$ cat src/rtl/modbus_rtu_resp_tx.sv
// modbus_rtu_resp_tx
//   Slave-side MODBUS RTU response transmitter. Accepts one decoded response
//   request, builds the RTU frame (slave id, FC, payload, CRC-16 lo/hi) and
//   sends it on uart_tx as 8N1, LSB first. Before each frame it waits until
//   the line has been idle for SILENT_BITS bit times since the last frame.
// Ports
//   clk_sys     system clock
//   rst         synchronous active-high reset
//   slave_id    own slave address, latched at accept
//   resp_valid  response request valid
//   resp_ready  request can be accepted (IDLE only)
//   resp_kind   00 read reply, 01 write echo, 1x exception
//   resp_fc     function code being answered (exception frames)
//   resp_addr   register address (write echo)
//   resp_data   register value (read reply / write echo)
//   resp_exc    exception code
//   uart_tx     serial output, idle high
//   busy        high from accept until frame_done
//   frame_done  one-cycle pulse after the last stop bit
module modbus_rtu_resp_tx #(
    parameter int unsigned CLKS_PER_BIT = 2604,
    parameter int unsigned SILENT_BITS  = 39
) (
    input  logic        clk_sys,
    input  logic        rst,
    input  logic [7:0]  slave_id,
    input  logic        resp_valid,
    output logic        resp_ready,
    input  logic [1:0]  resp_kind,
    input  logic [7:0]  resp_fc,
    input  logic [15:0] resp_addr,
    input  logic [15:0] resp_data,
    input  logic [7:0]  resp_exc,
    output logic        uart_tx,
    output logic        busy,
    output logic        frame_done
);

    localparam int unsigned BAUD_W = $clog2(CLKS_PER_BIT);
    localparam int unsigned SIL_W  = $clog2(SILENT_BITS + 1);
    localparam logic [BAUD_W-1:0] BAUD_LAST = BAUD_W'(CLKS_PER_BIT - 1);
    localparam logic [BAUD_W-1:0] BAUD_PRE  = BAUD_W'(CLKS_PER_BIT - 2);
    localparam logic [SIL_W-1:0]  SIL_MAX   = SIL_W'(SILENT_BITS);

    typedef enum logic [2:0] {
        S_IDLE, S_GAP, S_LOAD, S_START, S_DATA, S_STOP, S_DONE
    } state_t;

    state_t             state, state_d;
    logic [BAUD_W-1:0]  baud, baud_d;
    logic [SIL_W-1:0]   silent, silent_d;
    logic [2:0]         bit_idx, bit_d;
    logic [7:0]         shreg, shreg_d;
    logic [3:0]         byte_idx, byte_d;
    logic [15:0]        crc, crc_d;
    logic               tx_d;

    logic [7:0]         lat_id, lat_fc, lat_exc;
    logic [1:0]         lat_kind;
    logic [15:0]        lat_addr, lat_data;

    logic [3:0]         pay_len;
    logic [7:0]         pay_byte, load_byte;
    logic               accept, baud_end;

    function automatic logic [15:0] crc16_upd(input logic [15:0] c, input logic [7:0] b);
        logic [15:0] r;
        r = c ^ {8'h00, b};
        for (int unsigned i = 0; i < 8; i++) begin
            r = r[0] ? ((r >> 1) ^ 16'hA001) : (r >> 1);
        end
        return r;
    endfunction

    assign accept     = resp_valid && (state == S_IDLE);
    assign baud_end   = (baud == BAUD_LAST);
    assign resp_ready = (state == S_IDLE);
    assign frame_done = (state == S_DONE);
    assign busy       = (state != S_IDLE) && (state != S_DONE);

    // Payload byte selected by byte_idx from the latched request
    always_comb begin
        pay_byte = lat_id;
        pay_len  = 4'd5;
        if (lat_kind[1]) begin
            pay_len = 4'd3;
            case (byte_idx)
                4'd0:    pay_byte = lat_id;
                4'd1:    pay_byte = lat_fc | 8'h80;
                default: pay_byte = lat_exc;
            endcase
        end else if (lat_kind[0]) begin
            pay_len = 4'd6;
            case (byte_idx)
                4'd0:    pay_byte = lat_id;
                4'd1:    pay_byte = 8'h06;
                4'd2:    pay_byte = lat_addr[15:8];
                4'd3:    pay_byte = lat_addr[7:0];
                4'd4:    pay_byte = lat_data[15:8];
                default: pay_byte = lat_data[7:0];
            endcase
        end else begin
            case (byte_idx)
                4'd0:    pay_byte = lat_id;
                4'd1:    pay_byte = 8'h03;
                4'd2:    pay_byte = 8'h02;
                4'd3:    pay_byte = lat_data[15:8];
                default: pay_byte = lat_data[7:0];
            endcase
        end
        if (byte_idx < pay_len)       load_byte = pay_byte;
        else if (byte_idx == pay_len) load_byte = crc[7:0];
        else                          load_byte = crc[15:8];
    end

    always_comb begin
        state_d  = state;
        baud_d   = baud;
        silent_d = silent;
        bit_d    = bit_idx;
        shreg_d  = shreg;
        byte_d   = byte_idx;
        crc_d    = crc;
        case (state)
            S_IDLE, S_GAP: begin
                baud_d = baud_end ? '0 : baud + BAUD_W'(1);
                if (baud_end && (silent < SIL_MAX)) silent_d = silent + SIL_W'(1);
                if (state == S_IDLE) begin
                    if (accept) begin
                        state_d = S_GAP;
                        byte_d  = '0;
                        crc_d   = '1;
                    end
                end else if (silent >= SIL_MAX) begin
                    state_d = S_LOAD;
                end
            end
            S_LOAD: begin
                shreg_d = load_byte;
                if (byte_idx < pay_len) crc_d = crc16_upd(crc, pay_byte);
                byte_d  = byte_idx + 4'd1;
                baud_d  = '0;
                bit_d   = '0;
                state_d = S_START;
            end
            S_START: begin
                baud_d = baud_end ? '0 : baud + BAUD_W'(1);
                if (baud_end) state_d = S_DATA;
            end
            S_DATA: begin
                baud_d = baud_end ? '0 : baud + BAUD_W'(1);
                if (baud_end) begin
                    if (bit_idx == 3'd7) begin
                        state_d = S_STOP;
                    end else begin
                        bit_d   = bit_idx + 3'd1;
                        shreg_d = shreg >> 1;
                    end
                end
            end
            S_STOP: begin
                // Between characters the stop bit ends one cycle early; the
                // LOAD cycle (line still high) completes it, so the next
                // start bit follows with no extra idle time.
                if (byte_idx == pay_len + 4'd2) begin
                    baud_d = baud_end ? '0 : baud + BAUD_W'(1);
                    if (baud_end) state_d = S_DONE;
                end else begin
                    baud_d = (baud == BAUD_PRE) ? '0 : baud + BAUD_W'(1);
                    if (baud == BAUD_PRE) state_d = S_LOAD;
                end
            end
            S_DONE: begin
                silent_d = '0;
                baud_d   = '0;
                state_d  = S_IDLE;
            end
            default: state_d = S_IDLE;
        endcase

        case (state_d)
            S_START: tx_d = 1'b0;
            S_DATA:  tx_d = shreg_d[0];
            default: tx_d = 1'b1;
        endcase
    end

    always_ff @(posedge clk_sys) begin
        if (rst) begin
            state    <= S_IDLE;
            baud     <= '0;
            silent   <= '0;
            bit_idx  <= '0;
            shreg    <= '0;
            byte_idx <= '0;
            crc      <= '1;
            uart_tx  <= 1'b1;
        end else begin
            state    <= state_d;
            baud     <= baud_d;
            silent   <= silent_d;
            bit_idx  <= bit_d;
            shreg    <= shreg_d;
            byte_idx <= byte_d;
            crc      <= crc_d;
            uart_tx  <= tx_d;
        end
    end

    always_ff @(posedge clk_sys) begin
        if (rst) begin
            lat_id   <= '0;
            lat_kind <= '0;
            lat_fc   <= '0;
            lat_addr <= '0;
            lat_data <= '0;
            lat_exc  <= '0;
        end else if (accept) begin
            lat_id   <= slave_id;
            lat_kind <= resp_kind;
            lat_fc   <= resp_fc;
            lat_addr <= resp_addr;
            lat_data <= resp_data;
            lat_exc  <= resp_exc;
        end
    end

endmodule

$ cat config.mk
export PLATFORM = sky130hd
export DESIGN_NAME = modbus_rtu_resp_tx
export DESIGN_NICKNAME = d
export VERILOG_FILES = /design/src/rtl/modbus_rtu_resp_tx.sv
export SDC_FILE = /design/constraint.sdc
export NUM_CORES = 1
export LEC_CHECK = 0
export CORE_UTILIZATION = 45
export DETAILED_ROUTE_END_ITERATION = 10
export PLACE_DENSITY = 0.66
export REMOVE_ABC_BUFFERS = 1
export SYNTH_ARGS = -nofsm -noshare
export SYNTH_HDL_FRONTEND = slang
export SYNTH_SLANG_ARGS = --single-unit
$ cat constraint.sdc
create_clock -name clk_sys -period 5.7 [get_ports clk_sys]
set_input_delay 0.57 -clock clk_sys [delete_from_list [all_inputs] [get_ports clk_sys]]
set_output_delay 0.57 -clock clk_sys [all_outputs]
set_load 0.1 [all_outputs]
# [Yosys cells after proc, flatten, opt, wreduce, memory -nomap -nowiden]
# Index checks and enable logic that the tools add are counted.
[word_totals] in_bits=61 wordCells=120 ff_bits=110
[classes] bitwise_logic=9 muxes=47 n_lt_le_gt_ge=3 addsub=5 n_reduce_logical=17 eq_ne=24
[ops] op="16-bit two-way mux" n=11
[ops] op="8-bit two-way mux" n=6
[ops] op="8-bit case mux with 5 select lines" n=1
[ops] op="12-bit two-way mux" n=3
[ops] op="12-bit case mux with 3 select lines" n=1
[ops] op="3-bit two-way mux" n=11
[ops] op="16-bit case mux with 2 select lines" n=1
[ops] op="8-bit case mux with 2 select lines" n=2
[ops] op="8-bit case mux with 4 select lines" n=1
[ops] op="12-bit == test, second input constant" n=2
[ops] op="2-bit NOT with 3-bit output" n=8
[ops] op="16-bit by 8-bit bitwise XOR with 16-bit output" n=1
[ops] op="3-bit == test, second input constant" n=5
[ops] op="3-bit case mux with 5 select lines" n=1
[ops] op="12-bit by 1-bit adder with 12-bit output, second input constant" n=1
[ops] op="4-bit two-way mux" n=3
[ops] op="2-bit != test, second input constant" n=6
[ops] op="6-bit case mux with 2 select lines" n=1
[ops] op="3-bit by 2-bit == test with 1-bit output, second input constant" n=3
[ops] op="4-bit by 2-bit == test with 1-bit output, second input constant" n=2
[ops] op="4-bit == test" n=2
[ops] op="4-bit case mux with 2 select lines" n=1
[ops] op="6-bit by 1-bit adder with 6-bit output, second input constant" n=1
[ops] op="6-bit >= comparator, second input constant" n=1
[ops] op="23 further kinds" n=30

# [Depth between registers and ports, before layout]
# Gate-level depths: netlist of run 1.
[logic_depth] word_depth=23 mapped_depth=13 mapped_depth_nobuf=11

# [Worst setup path before layout of run 1]
# OpenSTA, ideal clock, no wires.
[synth_path] path_type="reg2out" from="register state[0]" to="output busy" path_buffers=1 setup_slack_ps=1134 path_stages_with_launch=4 arrival_ps=3996 required_time_ps=5130 path_cell_list="dfxtp_1 clkbuf_1 nor3_1 nor2_1"
[synth_via] elab_chain_cells=2
[synth_lines] element="start, declared" line="49" rtl="state_t state, state_d;"
[synth_lines] element="start signal, assigned" line="199" rtl="state <= state_d;"
[synth_lines] element="3-bit != test / 3-bit nonzero test (equally long branches)" line="79" rtl="assign busy = (state != S_IDLE) && (state != S_DONE);"
[synth_lines] element="1-bit logical AND *" line="79"
[synth_lines] element="end, declared" line="35" rtl="output logic busy,"
# Every way passes the cells marked *; elsewhere a longest branch is shown, timed or not.

# [Worst setup path after layout of run 1]
[layout_path] from="register byte_idx[2]" to="register crc[0]"
[layout_via] elab_chain_cells=16
[layout_lines] element="start, declared" line="54" rtl="logic [3:0] byte_idx, byte_d;"
[layout_lines] element="start signal, assigned" line="204" rtl="byte_idx <= byte_d;"
[layout_lines] element="4-bit by 3-bit == test with 1-bit output (tied with other cells)" line="94" rtl="case (byte_idx)"
[layout_lines] element="8-bit case mux with 5 select lines / 8-bit case mux with 4 select lines (equally long branches)" line="94, 103"
[layout_lines] element="8-bit two-way mux" line="92" rtl="end else if (lat_kind[0]) begin"
[layout_lines] element="8-bit two-way mux" line="85" rtl="if (lat_kind[1]) begin"
[layout_lines] element="16-bit by 8-bit bitwise XOR with 16-bit output" line="68" rtl="r = c ^ {8'h00, b};"
[layout_lines] element="16-bit two-way mux / 2-bit NOT with 3-bit output (equally long branches) (6 in a row)"
[layout_lines] element="2-bit NOT with 3-bit output (no source line) / 16-bit two-way mux (equally long branches)"
[layout_lines] element="16-bit two-way mux (2 in a row)" line="70" rtl="r = r[0] ? ((r >> 1) ^ 16'hA001) : (r >> 1);"
[layout_lines] element="16-bit two-way mux" line="140" rtl="if (byte_idx < pay_len) crc_d = crc16_upd(crc, pay_byte);"
[layout_lines] element="16-bit case mux with 2 select lines" line="124" rtl="case (state)"
[layout_lines] element="end signal, assigned" line="205" rtl="crc <= crc_d;"
[layout_lines] element="end, declared" line="55" rtl="logic [15:0] crc, crc_d;"
# Parallel ways exist; a longest one is shown, timed or not. The select of a mux whose other input is x is not followed.
# A chain may end at the register's enable or synchronous reset.

==> run metrics, run 1 <==
Mapped Cells=697; Synth Flop Type=dfxtp_1; Setup crit start kind=flip-flop; global routing's busiest layer=met2; vias in the first global route=4,669; CTS tree=done; Area Overhead vs Synth=15.9%; CTS hold repair buffers=0; CTS H-tree lvls=3; TritonCTS sink count=110; sequential fraction of the synthesis area=0.394; CTS Buffer Depth=2; final net count=797; Max Cap Viol=0; Die Width=113 µm; Final period util=0.700; postcts setup bufs=0; GR met2 Demand/Resource=0.353; CP startpoint=byte_idx[2]; WHS Endpoint=lat_fc[1]; # diodes=0; Setup CP Type=reg -> reg; crit path DAT=4.23 ns; CTS resizes=0; clk_skew=0.00683 ns; Initial Utilization=0.464; DRT iter0 DRCs=297; FF-to-FF Start=byte_idx[2]; clock root buffer=clkbuf_16; Max IR drop VDD=178 µV; First-pass DRT Iterations=5; Hold Path Depth=2; routed wire length=13,500 µm; HP Start=lat_fc[1]; Slew Limit Fails=0; Reg2Reg Depth=9; Worst EP required=5.94 ns; via count=4,969; Post-Syn Area=0.00559 mm²; Synth warnings=0; ys async rst share=0; P_leak=2.38 nW; Congestion Overflow GR=0; PwrDens=251 mW/mm²; grt met3 use=0.0526; io pins=65; min-delay worst type=reg -> reg; die area=0.0129 mm²; global-route wire length before repair=22,800 µm; PortBufs=63; largest net degree at the start of global routing=63; Yosys cell types=69; final hold slack=0.457 ns; slew at the pin with the worst max-slew slack=1.09 ns; # fillers=1,150; Post-synth EDFFs=0; register bit total from synthesis=110; met1 track demand over resource=0.292; total track usage=0.220; final setup vio count=0; initial antenna violation count=0; status=finished, final reports clean; post-DP HPWL=9360 µm; FF-to-FF End=crc[0]; Avg Synthesized Cell Area=8.02 µm²; Num CTS Buffers=9; Worst-path clk slew=0.07 ns; Hold Vio Cnt, Final=0; FF-to-FF setup slack=1.71 ns; final RePlAce weighted congestion=0.844; Clk Latency, worst-skew pair=0.35 ns; Die Y=113 µm; row cnt=40; share of layout cells above drive strength 1=0.0563; Final Critical Period=3.99 ns; via density per instance=5.55; DRT antenna net count=0; CP endpoint kind=flip-flop; drt wl/cell=15.1 µm; DRC Markers=0; RSZ-0062 raised after global routing=no; slew margin rel.=0.268; Core Area=0.0121 mm²; Max Fclk=0.251 GHz; CP Max Fanout=22; setup TNS=0 ns
-- kinds of logic after synthesis --
group	Yosys count	synth area share
buf+inv	65	0.0533
mux	12	0.0228
compound gates	181	0.208
fa+ha+maj	12	0.0269
xor+xnor	37	0.0671
simple gates	280	0.228
flops	110	0.394
-- power by group --
| part | switching, W | internal (W) |
|---|---|---|
| clock | 0.000277 | 0.000294 |
| combinational | 0.000122 | 0.000115 |
| sequential | 0.0000225 | 0.000794 |
| total | 0.000421 | 0.00120 |
-- worst max path at each step --
stage | endpoint | cells after the start
floorplan | crc[13] | 5
global placement | crc[0] | 9
detailed placement | crc[0] | 9
CTS | crc[0] | 9
global route | crc[0] | 9
finish | crc[0] | 9
-- state kept, by name (all words and copies together), names as in the netlist --
register and cells:
baud 12, bit_idx 3, byte_idx 4, crc 16
lat_addr 16, lat_data 16, lat_exc 8, lat_fc 7
lat_id 8, lat_kind 2, shreg 8, silent 6
state 3, uart_tx 1
-- metrics by stage --
| stage | setup WS, ns | total power [W] | util | area, µm² | instances |
|---|---|---|---|---|---|
| after detailed placement | 1.79 | 0.00107 | 0.516 | 6230 | 881 |
| after global routing | 1.53 | 0.00170 | 0.537 | 6480 | 896 |
| after CTS | 1.78 | 0.00164 | 0.537 | 6480 | 896 |
| after global placement | 1.79 | 0.00106 | 0.516 | 6230 | 881 |
| final | 1.71 | 0.00162 | 0.537 | 6480 | 896 |
| after floorplan | 0.498 | 0.000976 | - | 5340 | 645 |
-- per-layer routing --
layer / wire length [µm] / share of wire
met1: 6370 / 0.47
met2: 6280 / 0.46
met3: 692 / 0.051
met4: 206 / 0.015
met5: 0 / 0
-- synth_stat cells, types with 5 or more instances --
library cell,instances,area [µm²]
nand2b_1,12,75.1
nand2_1,143,537
nor3_1,9,45.0
buf_4,7,52.6
xor2_1,21,184
or3_1,5,31.3
a221oi_1,6,52.6
clkbuf_1,35,131
xnor2_1,11,96.3
o21ai_0,10,50.1
and3_1,8,50.1
dfxtp_1,110,2200
mux2_2,5,56.3
o21bai_1,6,45.0
nor2_1,52,195
a211oi_1,13,97.6
o21ai_1,10,50.1
o22ai_1,7,43.8
inv_1,12,45.0
ha_1,12,150
nand4_1,8,50.1
a21oi_1,83,415
mux2i_1,6,60.1
nand3_1,16,80.1
a31oi_1,5,31.3
nand3b_1,6,45.0
-- layout make-up --
| type | instances | area (µm²) | share of cell area |
|---|---|---|---|
| inverter | 13 | 48.8 | 0.00753 |
| tap | 168 | 210 | 0.0324 |
| clock inverter | 4 | 23.8 | 0.00367 |
| timing repair buffer | 68 | 663 | 0.102 |
| multi-input combinational | 522 | 3100 | 0.478 |
| clock buffer | 11 | 233 | 0.0359 |
| sequential | 110 | 2200 | 0.340 |
-- cells in the final DEF, fill, tap and decap left out, drive strengths merged, types with 7 or more instances in the layout --
cell type | Yosys | layout
inv | 13 | 14
clkdlybuf4s50 | 0 | 62
nand2b | 12 | 12
ha | 12 | 12
nor3 | 9 | 9
xor2 | 23 | 23
and3 | 8 | 8
o21ai | 21 | 21
nand2 | 143 | 143
nand4 | 8 | 8
dfxtp | 110 | 110
a21oi | 85 | 85
clkbuf | 35 | 11
a211oi | 13 | 13
nand3 | 16 | 16
o22ai | 7 | 7
xnor2 | 12 | 12
nor2 | 53 | 53
-- worst max-delay path, cell delays in order, from the launching register on --
cell and delay [ns]:
dfxtp_1 0.88, or2_0 0.83, a2111o_1 0.21, o21ai_2 0.06, a221o_2 0.45, xor2_2 0.18
xnor2_1 0.26, xnor3_2 0.53, xnor3_1 0.19, o32a_1 0.28
(Power assumes the default switching activity.)
==> run 2: changes to the inputs <==
==> constraint.sdc (replaced) <==
create_clock -name clk_sys -period 4.1 [get_ports clk_sys]
set_input_delay 0.41 -clock clk_sys [delete_from_list [all_inputs] [get_ports clk_sys]]
set_output_delay 0.41 -clock clk_sys [all_outputs]
set_load 0.1 [all_outputs]
==> run 2 against run 1 <==
Against the previous run:
- flip-flop and latch count unchanged
- total power grew 44%
- final cell count rose by 1.1%
- global-route usage is 0.10 points higher
- core utilization is 0.85 points higher
- critical path type unchanged
- critical endpoint unchanged
- largest cell class unchanged
- largest power group unchanged
==> run metrics, run 2 (synthesis gave the netlist of run 1 again) <==
clock root buffer=clkbuf_16; Area Overhead vs Synth=17.8%; Max Cap Viol=0 (unchanged); Setup crit start kind=flip-flop; CTS H-tree lvls=3 (unchanged); post-route cell area=0.00659 mm² (+1.6%); Slew Limit Fails=0 (unchanged); # diodes=0 (unchanged); reported net switching power=0.000640 W (+52%); CP Max Fanout=15 (-32%); total track usage=0.221 (+0.00104); Hold Path Depth=2 (unchanged); postcts setup bufs=0 (unchanged); status=finished, final reports clean; TritonCTS sink count=110 (unchanged); # fillers=1,179 (+2.5%); sequential share of power=0.485 (-0.018); FF-to-FF Start=byte_idx[1]; internal power=0.00170 W (+41%); Hold Vio Cnt, Final=0 (unchanged); area of placed instances=0.00629 mm² (+1.1%); Reg2Reg Depth=11 (+2); final setup vio count=0 (unchanged); Die Width=113 µm (unchanged); io pins=65 (unchanged); Num CTS Buffers=9 (unchanged); P_leak=2.44 nW (+2.4%); final hold slack=0.459 ns (+0.00200 ns); RSZ-0062 raised after global routing=no; largest registers=crc (16), lat_addr (16), lat_data (16); vias in the first global route=4,685 (+0.34%); CTS resizes=0 (unchanged); Sw Share=0.274 (+0.0147); FF-to-FF setup slack=0.50 ns (-1.21 ns); CTS hold repair buffers=0 (unchanged); Die Y=113 µm (unchanged); Max IR drop VDD=207 µV (+16%); First-pass DRT Iterations=4 (-1); routed wire length=13,700 µm (+1.3%); CP startpoint=byte_idx[1]; combinational power share=0.143 (-0.003); final net count=806 (+1.1%); FF-to-FF End=crc[0]; global-route wire length before repair=22,900 µm (+0.30%); Core Area=0.0121 mm² (unchanged); DRC Markers=0 (unchanged); slew at the pin with the worst max-slew slack=1.01 ns (-0.0778 ns); crit path DAT=3.86 ns (-0.37 ns); clk_skew=0.0110 ns (+0.00416 ns); Congestion Overflow GR=0 (unchanged); PwrDens=355 mW/mm² (+42%); commonest non-fill, non-tap cell in the layout=nand2_1; DRT antenna net count=0 (unchanged); Worst EP required=4.36 ns (-1.58 ns); die area=0.0129 mm² (unchanged); largest net degree at the start of global routing=42 (-33%); Clk Latency, worst-skew pair=0.36 ns (about the same); most frequent cells in the layout=nand2_1, dfxtp_1, a21oi_1, clkdlybuf4s50_1, nor2_1; Final period util=0.879 (+0.179); Worst-path clk slew=0.08 ns (about the same); CTS tree=done; Final Util=0.546 (+0.00851); Max Fclk=0.277 GHz (+11%); Setup CP Type=reg -> reg; DRT iter0 DRCs=266 (-10%); CP endpoint kind=flip-flop; Final Critical Period=3.60 ns (-0.386 ns); PortBufs=63 (unchanged); row cnt=40 (unchanged); share of layout cells above drive strength 1=0.0705 (+0.0141); clock power share=0.371 (+0.020); slew margin rel.=0.326 (+0.0579); post-DP HPWL=9750 µm (+4.2%); drt wl/cell=15.1 µm (+0.17%); Initial Utilization=0.464 (unchanged); initial antenna violation count=0 (unchanged); final RePlAce weighted congestion=0.866 (+2.7%); min-delay worst type=reg -> reg; CP endpoint=crc[0]; via count=5,025 (+1.1%); via density per instance=5.55 (about the same); CTS Buffer Depth=2 (unchanged); Tot Pwr=0.00234 W (+44%)
[run 2: changes by cell type in the layout (fill, tap and decap cells not counted), sizes merged]
cell	before	now
buf	6	15
inv	14	17
clkbuf	11	10
clkinv	3	2
[run 2: cell type report]
cell class	count	area, µm²	share of cell area
repair buffers	77	731	0.111
clock buffers	10	229	0.0348
well taps	168	210	0.0319
clock inverters	6	62.6	0.00950
multi-input cells	522	3100	0.471
flip-flops and latches	110	2200	0.334
inverters	13	48.8	0.00741
[run 2: critical path, stage by stage (launching register included)]
cell and delay (ns):
dfxtp_1 0.37, inv_1 0.10, ha_1 0.55, nor4_1 0.11, a211o_2 0.43, a221oi_1 0.32
a221o_2 0.22, xor2_2 0.20, xnor2_1 0.20, xnor3_2 0.53, xnor3_1 0.19, o32a_1 0.28
[run 2: stage by stage]
| step | setup slack [ns] | std cells | setup TNS [ns] |
|---|---|---|---|
| 2_1_floorplan | -1.10 | 645 | -54.67 |
| 5_1_grt | 0.282 | 906 | 0 |
| 4_1_cts | 0.543 | 906 | 0 |
| 3_3_place_gp | 0.621 | 890 | 0 |
| 3_5_place_dp | 0.550 | 890 | 0 |
| 6_report | 0.496 | 906 | 0 |
[run 2: metal layers]
layer | share of wire | up-vias | routed length [µm] | track usage
li1 | - | 2502 | - | -
met3 | 0.054 | 18 | 742 | 0.0473
met5 | 0 | - | 0 | 0
met2 | 0.47 | 161 | 6510 | 0.365
met4 | 0.016 | 0 | 217 | 0.0675
met1 | 0.46 | 2344 | 6260 | 0.290
[run 2: how the worst min path moves through the flow]
stage | from | to | slack (ns)
after floorplan | lat_exc[2] | lat_exc[2] | 0.43
after global placement | lat_addr[14] | lat_addr[14] | 0.45
after detailed placement | lat_addr[14] | lat_addr[14] | 0.45
after CTS | lat_addr[14] | lat_addr[14] | 0.46
after global routing | lat_addr[14] | lat_addr[14] | 0.48
final | lat_addr[5] | lat_addr[5] | 0.46
[run 2: power by group through the flow]
stage	sequential, W	clock [W]	combinational (W)
global placement	0.00116	0	0.000325
floorplan	0.00115	0	0.000209
global route	0.00114	0.000926	0.000366
CTS	0.00113	0.000892	0.000334
detailed placement	0.00116	0	0.000332
finish	0.00113	0.000867	0.000334
==> run 3: changes to the inputs <==
--- a/config.mk
+++ b/config.mk
@@ -9,6 +9,7 @@
 export DETAILED_ROUTE_END_ITERATION = 10
 export PLACE_DENSITY = 0.66
 export REMOVE_ABC_BUFFERS = 1
+export SKIP_LAST_GASP = 1
 export SYNTH_ARGS = -nofsm -noshare
 export SYNTH_HDL_FRONTEND = slang
 export SYNTH_SLANG_ARGS = --single-unit
==> results of run 3 <==
No change in the layout: final DEF, timing and power equal those of run 2.
